## src/rtl/div_iter_if.sv

```systemverilog
// Divider request/response bundle between the execute stage and the HILO divider.
// Ports: start/signed_div/flush/a/b from the pipeline (master side);
//        busy/ready/result back from the divider (slave side).
interface div_iter_if #(
  parameter int WIDTH = 32
);
  logic               start;
  logic               signed_div;
  logic               flush;
  logic [WIDTH-1:0]   a;
  logic [WIDTH-1:0]   b;
  logic               busy;
  logic               ready;
  logic [2*WIDTH-1:0] result;

  // Pipeline side: issues the operation and observes stall/result.
  modport master (
    output start, signed_div, flush, a, b,
    input  busy, ready, result
  );

  // Divider side.
  modport slave (
    input  start, signed_div, flush, a, b,
    output busy, ready, result
  );
endinterface

```

## src/rtl/div_iter.sv

```systemverilog
// Iterative radix-2 restoring divider (DIV/DIVU), producer of the HILO write data.
// Latency: start accepted in IDLE, WIDTH CALC cycles, one-cycle ready strobe after; /0 answers next cycle.
// Backpressure: busy stalls the pipeline while a divide runs; flush cancels, rst overrides all.
// Ports: clk, rst (sync, active-high); bus (slave): start, signed_div, flush, a, b -> busy, ready,
//        result = {remainder, quotient} (hi = remainder, lo = quotient).
module div_iter #(
  parameter int WIDTH = 32
) (
  input  logic     clk,
  input  logic     rst,
  div_iter_if.slave bus
);

  localparam logic [1:0] IDLE = 2'd0;
  localparam logic [1:0] CALC = 2'd1;
  localparam logic [1:0] DONE = 2'd2;

  localparam int            CW   = (WIDTH > 1) ? $clog2(WIDTH) : 1;
  localparam logic [CW-1:0] LAST = CW'(WIDTH - 1);

  logic [1:0]         state;
  logic [CW-1:0]      count;
  logic [WIDTH-1:0]   rem;      // partial remainder
  logic [WIDTH-1:0]   quo;      // dividend shifting out, quotient bits shifting in
  logic [WIDTH-1:0]   dvsr;     // magnitude of the divisor
  logic               neg_q;    // negate quotient at the end
  logic               neg_r;    // negate remainder at the end
  logic [2*WIDTH-1:0] result_r;
  logic               ready_r;

  // Operand magnitudes; raw values for DIVU. |most-negative| is still
  // correct when read as an unsigned WIDTH-bit number.
  logic [WIDTH-1:0] abs_a;
  logic [WIDTH-1:0] abs_b;

  always_comb begin
    abs_a = bus.a;
    abs_b = bus.b;
    if (bus.signed_div && bus.a[WIDTH-1]) abs_a = -bus.a;
    if (bus.signed_div && bus.b[WIDTH-1]) abs_b = -bus.b;
  end

  // One restoring step. The shifted remainder never exceeds the dividend
  // prefix consumed so far, so the top bit of the WIDTH+1 difference is a
  // reliable sign for the trial subtraction.
  logic [WIDTH:0]   rem_shift;
  logic [WIDTH:0]   diff;
  logic             ge;
  logic [WIDTH-1:0] rem_next;
  logic [WIDTH-1:0] quo_next;
  logic [WIDTH-1:0] q_fix;
  logic [WIDTH-1:0] r_fix;

  always_comb begin
    rem_shift = {rem, quo[WIDTH-1]};
    diff      = rem_shift - {1'b0, dvsr};
    ge        = ~diff[WIDTH];
    rem_next  = ge ? diff[WIDTH-1:0] : rem_shift[WIDTH-1:0];
    quo_next  = {quo[WIDTH-2:0], ge};
    q_fix     = neg_q ? -quo_next : quo_next;
    r_fix     = neg_r ? -rem_next : rem_next;
  end

  always_ff @(posedge clk) begin
    if (rst) begin
      state    <= IDLE;
      count    <= '0;
      rem      <= '0;
      quo      <= '0;
      dvsr     <= '0;
      neg_q    <= 1'b0;
      neg_r    <= 1'b0;
      result_r <= '0;
      ready_r  <= 1'b0;
    end else begin
      ready_r <= 1'b0;
      case (state)
        IDLE: begin
          if (bus.start && !bus.flush) begin
            neg_q <= bus.signed_div & (bus.a[WIDTH-1] ^ bus.b[WIDTH-1]);
            neg_r <= bus.signed_div & bus.a[WIDTH-1];
            rem   <= '0;
            quo   <= abs_a;
            dvsr  <= abs_b;
            count <= '0;
            if (bus.b != '0) begin
              state <= CALC;
            end else begin
              // Divide by zero: raw dividend in hi, all-ones quotient in lo.
              state    <= DONE;
              result_r <= {bus.a, {WIDTH{1'b1}}};
              ready_r  <= 1'b1;
            end
          end
        end
        CALC: begin
          if (bus.flush) begin
            state <= IDLE;
          end else begin
            rem   <= rem_next;
            quo   <= quo_next;
            count <= count + CW'(1);
            if (count == LAST) begin
              result_r <= {r_fix, q_fix};
              ready_r  <= 1'b1;
              state    <= DONE;
            end
          end
        end
        DONE: begin
          state <= IDLE;
        end
        default: begin
          state <= IDLE;
        end
      endcase
    end
  end

  // ready is only ever set on entry to DONE; a flush in that cycle kills it.
  assign bus.ready  = ready_r & ~bus.flush;
  assign bus.result = result_r;
  assign bus.busy   = ~rst & ((state == CALC) |
                              ((state == IDLE) & bus.start & ~bus.flush));

endmodule

```

## src/flat_wrapper.sv

```systemverilog
// flat-port wrapper written by rule: the top's interface ports become plain ports
module div_iter_flat 
#(
  parameter int WIDTH = 32
)
  (clk, rst, bus_start, bus_signed_div, bus_flush, bus_a, bus_b, bus_busy, bus_ready, bus_result);
  div_iter_if #(.WIDTH(WIDTH)) bus_i ();
  input  logic clk;
  input  logic rst;
  input wire logic [$bits(bus_i.start)-1:0] bus_start;
  input wire logic [$bits(bus_i.signed_div)-1:0] bus_signed_div;
  input wire logic [$bits(bus_i.flush)-1:0] bus_flush;
  input wire logic [$bits(bus_i.a)-1:0] bus_a;
  input wire logic [$bits(bus_i.b)-1:0] bus_b;
  output wire logic [$bits(bus_i.busy)-1:0] bus_busy;
  output wire logic [$bits(bus_i.ready)-1:0] bus_ready;
  output wire logic [$bits(bus_i.result)-1:0] bus_result;
  assign bus_i.start = bus_start;
  assign bus_i.signed_div = bus_signed_div;
  assign bus_i.flush = bus_flush;
  assign bus_i.a = bus_a;
  assign bus_i.b = bus_b;
  assign bus_busy = bus_i.busy;
  assign bus_ready = bus_i.ready;
  assign bus_result = bus_i.result;
  div_iter #(.WIDTH(WIDTH)) u_core (.clk(clk), .rst(rst), .bus(bus_i));
endmodule
```

## config.mk

```make
export PLATFORM = sky130hd
export DESIGN_NAME = div_iter_flat
export DESIGN_NICKNAME = d
export VERILOG_FILES = /design/src/rtl/div_iter_if.sv /design/src/rtl/div_iter.sv /design/src/flat_wrapper.sv
export SDC_FILE = /design/constraint.sdc
export NUM_CORES = 1
export LEC_CHECK = 0
export CAP_MARGIN = 15
export CORE_UTILIZATION = 58
export DETAILED_ROUTE_END_ITERATION = 10
export PLACE_DENSITY = 0.87
export SLEW_MARGIN = 30
export SYNTH_ARGS = -nofsm -noshare
export SYNTH_HDL_FRONTEND = slang
export SYNTH_SLANG_ARGS = --single-unit
```

## constraint.sdc

```tcl
create_clock -name clk -period 6.8 [get_ports clk]
set_input_delay 1.36 -clock clk [delete_from_list [all_inputs] [get_ports clk]]
set_output_delay 1.36 -clock clk [all_outputs]
set_load 0.05 [all_outputs]
```

* Yosys cells after proc, flatten, opt, wreduce, memory -nomap -nowiden
Cells that the tools add are included. W data, S select, Z words.
Word-level totals: input bits 69, flip-flop bits (word level) 170, logic and storage cells 73, output and inout bits 66
Operators by class: add/subtract/negate cells 6, bitwise logic cells 11, reductions and logical operators 11, multiplexer cells 29, equal/unequal tests 7
Operator list (count):
- $mux W32 | 9
- $mux W64 | 4
- $neg A32 Y32 | 4
- $pmux W32 S2 | 2
- $pmux W64 S2 | 1
- $sub A33 B32 Y33 | 1
- $reduce_bool A32 Y1 | 1
- $mux W5 | 2
- $pmux W5 S2 | 1
- $mux W2 | 4
- $and A1 B1 Y1 | 6
- $add A5 B1 Y5 const B | 1
- $eq A5 B5 Y1 const B | 1
- $reduce_and A5 Y1 | 1
- $mux W1 | 4
- $ne A2 B1 Y1 const B | 2
- $ne A2 B2 Y1 const B | 2
- $pmux W2 S2 | 1
- $reduce_and A2 Y1 | 2
- $logic_and A1 B1 Y1 | 3
- $ne A3 B2 Y1 const B | 1
- $not A1 Y1 | 3
- $reduce_and A3 Y1 | 1
- $eq A2 B1 Y1 const B | 1
- other kinds (6) | 6

* Logic depth before layout (Yosys ltp)
Gate-level depths: netlist of run 1.
depth in word-level cells 7, gate-level depth with buffers 24, mapped depth without buffers 21

* Least setup slack after synthesis of run 1
Ideal clock, no wire load.
kind register to register, start register u_core.quo[31], end register u_core.result_r[60] (netlist: u_core.bus.result[60]), slack 1.993 ns, required time 6.730 ns, buffers on the path 3, cell stages (with the launch flop) 23, period minus slack after synthesis 4.807 ns, library setup time 0.070 ns, data arrival time 4.737 ns, cells stage by stage dfxtp_1 inv_1 ha_1 inv_1 fa_1 a211oi_1 o21a_1 a21o_1 a211oi_4 o21a_1 nor2_1 buf_2 buf_2 buf_2 mux2i_1 ha_1 nand3_1 a21oi_1 a31oi_1 or3_1 nor4b_1 mux2_2 a21oi_1
Between the ends: longest elaborated chain between the ends 7
RTL lines:
- from (decl) | RTL line div_iter.sv:24 | logic [WIDTH-1:0] quo;
- from (signal assigned) | RTL line div_iter.sv:83 | quo <= abs_a;
- from (signal assigned) | RTL line div_iter.sv:101 | quo <= quo_next;
- $sub A33 B32 Y33 | RTL line div_iter.sv:56 | diff = rem_shift - {1'b0, dvsr};
- $mux W32 * | RTL line div_iter.sv:58 | rem_next = ge ? diff[WIDTH-1:0] : rem_shift[WIDTH-1:0];
- $neg A32 Y32 | RTL line div_iter.sv:61 | r_fix = neg_r ? -rem_next : rem_next;
- $mux W32 * | RTL line div_iter.sv:61
- $mux W64 * | RTL line div_iter.sv:103 | if (count == LAST) begin
- $mux W64 * | RTL line div_iter.sv:97 | if (bus.flush) begin
- $pmux W64 S2 * | RTL line div_iter.sv:77 | case (state)
- to (signal assigned) | RTL line div_iter.sv:91 | result_r <= {bus.a, {WIDTH{1'b1}}};
- to (signal assigned) | RTL line div_iter.sv:104 | result_r <= {r_fix, q_fix};
- to (decl) | RTL line div_iter.sv:28 | logic [2*WIDTH-1:0] result_r;
Every way passes the cells marked *; elsewhere a longest branch is shown, timed or not. The select of a mux whose other input is x is not followed. A chain may end at the register's enable or synchronous reset.

* Worst setup path in the final report of run 1
Same ends and word-level chain as after synthesis.

==> results of run 1 <==
==> cell families (layout without fill, tap and decap cells) <==
family	Yosys count	after routing	share of synthesized area, %
AOI/OAI and AO/OA	515	515	28.6
xor gates and xnor gates	132	132	9.85
adders and majority gates	39	39	4.22
buffers and inverters	157	237	5.20
DFF	170	170	29.0
muxes	20	20	1.82
and+or+nand+nor	548	548	21.3
==> worst register-to-register path, cell delays in order, from the launching register on <==
cell and delay (ns):
dfxtp_1 0.33, inv_1 0.09, ha_1 0.20, inv_1 0.07
fa_1 0.42, a211oi_1 0.27, o21a_1 0.27, a21o_1 0.23
a211oi_4 0.10, o21a_1 0.38, nor2_2 0.20, buf_4 0.24
inv_1 0.09, buf_4 0.26, a21oi_1 0.25, ha_1 0.29
nand3_1 0.09, a21oi_1 0.14, a31oi_1 0.12, or3_1 0.43
nor4b_1 0.35, mux2_2 0.37, a21oi_1 0.12
==> registers in the layout (all words and copies together), names as in the netlist <==
signal             cells
u_core.quo            32
u_core.count           5
u_core.neg_q           1
u_core.rem            32
u_core.ready_r         1
u_core.state           2
u_core.bus.result     64
u_core.dvsr           32
u_core.neg_r           1
==> per-layer routing <==
layer	GRT usage, %	wire length, um	up-vias
met5	0	0	-
met4	16.9	1320	0
met3	5.46	2740	103
met2	55.6	16500	611
met1	45.1	15000	5790
li1	-	-	5884
==> worst paths after layout <==
path | cells past startpoint | end | slack (ns) | from
hold / removal | 2 | u_core.dvsr[31] | 0.47 | u_core.dvsr[31]
setup reg to reg | 22 | u_core.bus.result[60] | 1.44 | u_core.quo[31]
setup / recovery | 22 | u_core.bus.result[60] | 1.44 | u_core.quo[31]
hold reg to reg | 2 | u_core.dvsr[31] | 0.47 | u_core.dvsr[31]
==> cell type report <==
class                      instances  area, um2
inverter                          59        221
fill                            1651       5910
multi-input combinational       1254       7760
timing repair buffer             147       1470
tap                              265        332
clock inverter                    14        130
clock buffer                      17        425
sequential                       170       3400
==> cells in the mapped netlist, types with 23 or more instances <==
| library cell | number |
|---|---|
| nor2_1 | 228 |
| dfxtp_1 | 170 |
| a21oi_1 | 150 |
| nand2_1 | 144 |
| o21ai_0 | 99 |
| clkbuf_1 | 78 |
| xor2_1 | 71 |
| a211oi_1 | 63 |
| xnor2_1 | 61 |
| inv_1 | 58 |
| ha_1 | 38 |
| nor3_1 | 32 |
| o31ai_1 | 28 |
| a311oi_1 | 26 |
| a22oi_1 | 25 |
| or3_1 | 23 |
==> per-stage QoR <==
| stage | util [%] | instance area (um2) | worst slack (ns) | total power [mW] |
|---|---|---|---|---|
| floorplan | - | 11700 | 1.99 | 1.44 |
| global placement | 66.9 | 13100 | 1.60 | 1.60 |
| detailed placement | 66.9 | 13100 | 1.41 | 1.61 |
| CTS | 69.7 | 13700 | 1.53 | 2.54 |
| global route | 69.9 | 13700 | 0.981 | 2.66 |
| finish | 69.9 | 13700 | 1.44 | 2.55 |
==> power breakdown <==
part,internal [mW],total [mW],switching (mW)
clock network,0.482,0.948,0.467
logic,0.208,0.553,0.345
registers,1.02,1.05,0.0289
==> results.yml, run 1 <==
outcome:
  outcome: "complete, no violations"
finish:
  final_cell_mix: "nor2_1, dfxtp_1, a21oi_1, nand2_1, clkdlybuf4s50_1"
  diodes: 0
  area_growth_pct: 17.2
  drive_gt1_share_pct: 5.06
  final_nets: 1757
  final_cell_count_no_fill: 1926
  final_common_cell: "nor2_1"
critical_path:
  path_buf_inv: 5
  cp_top_family: "compound AO/OA/AOI/OAI gates"
  worstSetupPathType: "register to register"
  critical_path.max_fanout: 32
  cp_slowest_stage_delay_ns: 0.43
  cp-start-kind: "register"
  crit_required_ns: 7.18
  crit_path_top_delay_cell: "or3_1"
  end_kind: "register"
  worstPathCellList: "inv_1 -> ha_1 -> inv_1 -> fa_1 -> a211oi_1 -> o21a_1 -> a21o_1 -> a211oi_4 -> o21a_1 -> nor2_2 -> buf_4 -> inv_1 -> buf_4 -> a21oi_1 -> ha_1 -> nand3_1 -> a21oi_1 -> a31oi_1 -> or3_1 -> nor4b_1 -> mux2_2 -> a21oi_1"
  worst_ep_arrival_time_ns: 5.74
clock_network:
  clk_pin_slew_ns: 0.07
  insertion_delay_ns: 0.45
  cts_setup_buffers: 0
  cts-root-buf: "clkbuf_16"
  tritoncts: "done"
  ctsResizeCount: 0
  clk_path_buf_depth: 2
  numCtsBuffers: 17
  htreeDepth: 4
  cts_sinks: 170
  ctsHoldBuffers: 0
yosys:
  synth_top_area_share_pct: 29.0
  netlist_instances: 1581
  synth_cell_type_count: 77
  synthArstFlopShare_pct: 0
  ys_seq_elements: 170
  avgSynthCellArea_um2: 7.42
  synthTopCellsByArea: "dfxtp_1, nor2_1, a21oi_1, xor2_1, nand2_1"
  synth_fp_nets: 1689
  synth_sequential_area_ratio_pct: 29.0
  ys_warn_count: 0
  synthFlopType: "dfxtp_1"
  synth_edf_count: 0
  netlist.top_cell.by_area: "dfxtp_1"
  synth_area_um2: 11700
sta:
  worst_pin_slew_ns: 0.925
  rsz0062_at_grt: "false"
  clock_skew_ns: 0.00915
  fin_crit_ns: 5.36
  finalHoldViolCount: 0
  fin_crit_sh_pct: 78.9
  setup_tns_ns: 0
  holdWs_ns: 0.474
  report.final.slew_viol_count: 0
  setup_violations: 0
  fmax_mhz: 186
  slew_headroom_pct: 38.3
placement:
  dp_hpwl_um: 25500
  place_congestion: 0.953
  place_inst: 1893
  numPortBuffers: 134
power:
  leakage_nw: 5.12
  power.density_nw_per_um2: 186
  max-vdd-ir-drop_v: 0.000161
detailed_routing:
  wl_per_cell_um: 18.5
  detail-route-antenna-nets: 0
  finalWirelength_um: 35600
  num_vias: 12400
  drtIter0Drc: 1184
  vias_per_cell: 6.43
  first_pass_iters: 5
  drc: 0
floorplanning:
  dieArea_um2: 20800
  core_area_um2: 19700
  start_util_pct: 59.7
  die_x_um: 144
  num_io_pins: 135
  die_h_um: 144
  rows: 51
global_routing:
  first_global_vias: 11400
  overflow: 0
  grt_max_degree: 104
  gr-usage-all-layers_pct: 34.6
  grt_first_pass_wirelength_um: 56800
  antenna_found_initial: 1
flow_run:
  cap_viol_max_count: 0
worst_hold_path:
  hp-class: "register to register"
Note: power is estimated with default switching activity, not from simulation.
==> run 2, diff against run 1 <==
clock period = 5.3 ns   (was 6.8 ns; I/O delays follow)
==> run 2 against run 1 <==
Effect of this change:
- setup slack got worse by 0.85 ns
- clock power increased by 39%
- utilization increased by 0.63 points
- non-clock buffer count increased by 7
- hold slack got worse by 0.016 ns
- combinational power increased by 29%
- maximum frequency increased by 14%
- critical path type unchanged
- largest power group unchanged
==> results.yml, run 2 (synthesis gave the netlist of run 1 again) <==
outcome:
  outcome: "complete, no violations"
detailed_routing:
  drtIter0Drc: 1117
  wl_per_cell_um: 18.7
  drc: 0
  first_pass_iters: 7
  num_vias: 12400
  finalWirelength_um: 36200
  vias_per_cell: 6.41
  detail-route-antenna-nets: 0
floorplanning:
  dieArea_um2: 20800
  die_x_um: 144
  start_util_pct: 59.7
  rows: 51
  die_h_um: 144
  num_io_pins: 135
  core_area_um2: 19700
global_routing:
  grt_util_met3_pct: 6.75
  busiest_layer: "met2"
  grt_first_pass_wirelength_um: 57700
  grt_use_met1_pct: 45.4
  grtUsageMet2_pct: 57.6
  grt_max_degree: 100
  gr-usage-all-layers_pct: 35.1
  antenna_found_initial: 0
  first_global_vias: 11400
  overflow: 0
critical_path:
  cp-start-kind: "register"
  critical_path.max_fanout: 6
  worstPathCellList: "inv_1 -> ha_1 -> inv_1 -> fa_1 -> a211oi_1 -> o21a_1 -> a21o_1 -> a211oi_4 -> o21a_1 -> nor2_2 -> mux2i_1 -> ha_1 -> nand3_1 -> a21oi_1 -> a31oi_1 -> or3_1 -> nor4b_1 -> mux2_2 -> a21oi_1"
  crit_start: "u_core.quo[31]"
  crit_path_top_delay_cell: "fa_1"
  end_kind: "register"
  r2r_setup_slack_ns: 0.59
  worstSetupPathType: "register to register"
  rr_worst_depth: 19
  reg2reg_to: "u_core.bus.result[60]"
  worst_ep_arrival_time_ns: 5.08
  crit_end: "u_core.bus.result[60]"
  cp_slowest_stage_delay_ns: 0.42
  crit_required_ns: 5.67
  timing.rr.start: "u_core.quo[31]"
sta:
  finalHoldViolCount: 0
  worst_pin_slew_ns: 0.962
  clock_skew_ns: 0.0106
  fin_crit_sh_pct: 88.8
  setup_violations: 0
  setup_tns_ns: 0
  fin_ws_ns: 0.591
  fmax_mhz: 212
  slew_headroom_pct: 35.9
  rsz0062_at_grt: "false"
  report.final.slew_viol_count: 0
  fin_crit_ns: 4.71
flow_run:
  cap_viol_max_count: 0
clock_network:
  htreeDepth: 4
  insertion_delay_ns: 0.44
  ctsResizeCount: 0
  cts_setup_buffers: 0
  cts-root-buf: "clkbuf_16"
  cts_sinks: 170
  numCtsBuffers: 17
  ctsHoldBuffers: 0
  clk_pin_slew_ns: 0.07
  tritoncts: "done"
  clk_path_buf_depth: 2
placement:
  dp_hpwl_um: 25900
  dp_slack_ns: 0.551
  place_congestion: 0.928
  numPortBuffers: 134
power:
  internal-power_mw: 2.30
  switching_power_mw: 1.08
  max-vdd-ir-drop_v: 0.000192
  power_frac_seq_pct: 39.9
  p_comb_share_pct: 21.2
  switching_share_pct: 32.0
  leakage_nw: 5.19
  power.density_nw_per_um2: 244
  clock_power_share_pct: 38.9
finish:
  final_nets: 1764
  regArea_um2: 3400
  diodes: 0
  multi_input_area_um2: 7760
  area_growth_pct: 18.2
  final_common_cell: "nor2_1"
  fill_cells: 1704
  final_cell_mix: "nor2_1, dfxtp_1, a21oi_1, nand2_1, clkdlybuf4s50_1"
  drive_gt1_share_pct: 5.39
  largest_reg_flops: 64
worst_hold_path:
  hp-class: "register to register"
==> run 2: changes by cell type in the layout (fill, tap and decap cells not counted), sizes merged <==
cell,change
clkinvlp,-2
buf,+7
bufinv,+2
clkbuf,+1
clkinv,+1
inv,-1
==> run 2: worst min path at each step <==
stage,start,to,slack [ns],cells after the start
finish,u_core.dvsr[31],u_core.dvsr[31],0.46,2
global route,u_core.bus.result[40],u_core.bus.result[40],0.50,2
CTS,u_core.dvsr[0],u_core.dvsr[0],0.46,2
detailed placement,u_core.dvsr[31],u_core.dvsr[31],0.45,2
global placement,u_core.bus.result[40],u_core.bus.result[40],0.44,2
floorplan,u_core.dvsr[31],u_core.dvsr[31],0.43,2
==> run 2: stage by stage <==
step	hold slack, ns	instances	util (%)	area, um2	power (mW)
after floorplan	0.432	1581	-	11700	1.85
after global placement	0.442	1900	67.2	13200	2.05
after detailed placement	0.454	1900	67.2	13200	2.06
after CTS	0.464	1932	70.3	13800	3.36
after global routing	0.505	1934	70.6	13900	3.51
final	0.458	1934	70.6	13900	3.38
==> run 2: final cells by class <==
| cell class | count | area share, % |
|---|---|---|
| Clock buffer | 18 | 3.09 |
| Inverter | 59 | 1.60 |
| Multi-Input combinational cell | 1254 | 56.0 |
| Clock inverter | 14 | 1.32 |
| Sequential cell | 170 | 24.5 |
| Tap cell | 265 | 2.39 |
| Timing Repair Buffer | 154 | 11.1 |
==> run 2: critical path: cells and delay by family, from the launching register on <==
kind	cells	cell delay, ns
AND/OR/NAND/NOR	4	1.08
flip-flops	1	0.33
multiplexers	2	0.72
AO/OA/AOI/OAI	8	1.47
buffers and inverters	2	0.15
adder cells (fa/ha/maj)	3	0.90
==> run 2: power groups by stage <==
| stage | Sequential (mW) | Combinational, mW | Clock [mW] |
|---|---|---|---|
| 2_1_floorplan | 1.37 | 0.485 | 0 |
| 3_3_place_gp | 1.37 | 0.678 | 0 |
| 3_5_place_dp | 1.38 | 0.688 | 0 |
| 4_1_cts | 1.35 | 0.697 | 1.32 |
| 5_1_grt | 1.35 | 0.782 | 1.37 |
| 6_report | 1.35 | 0.716 | 1.32 |
==> run 2: routing by layer <==
layer | wire length, um | share of wire [%] | up-vias
li1 | - | - | 5879
met1 | 15100 | 42 | 5824
met2 | 16900 | 47 | 583
met3 | 2970 | 8.2 | 114
met4 | 1220 | 3.4 | 0
met5 | 0 | 0 | -
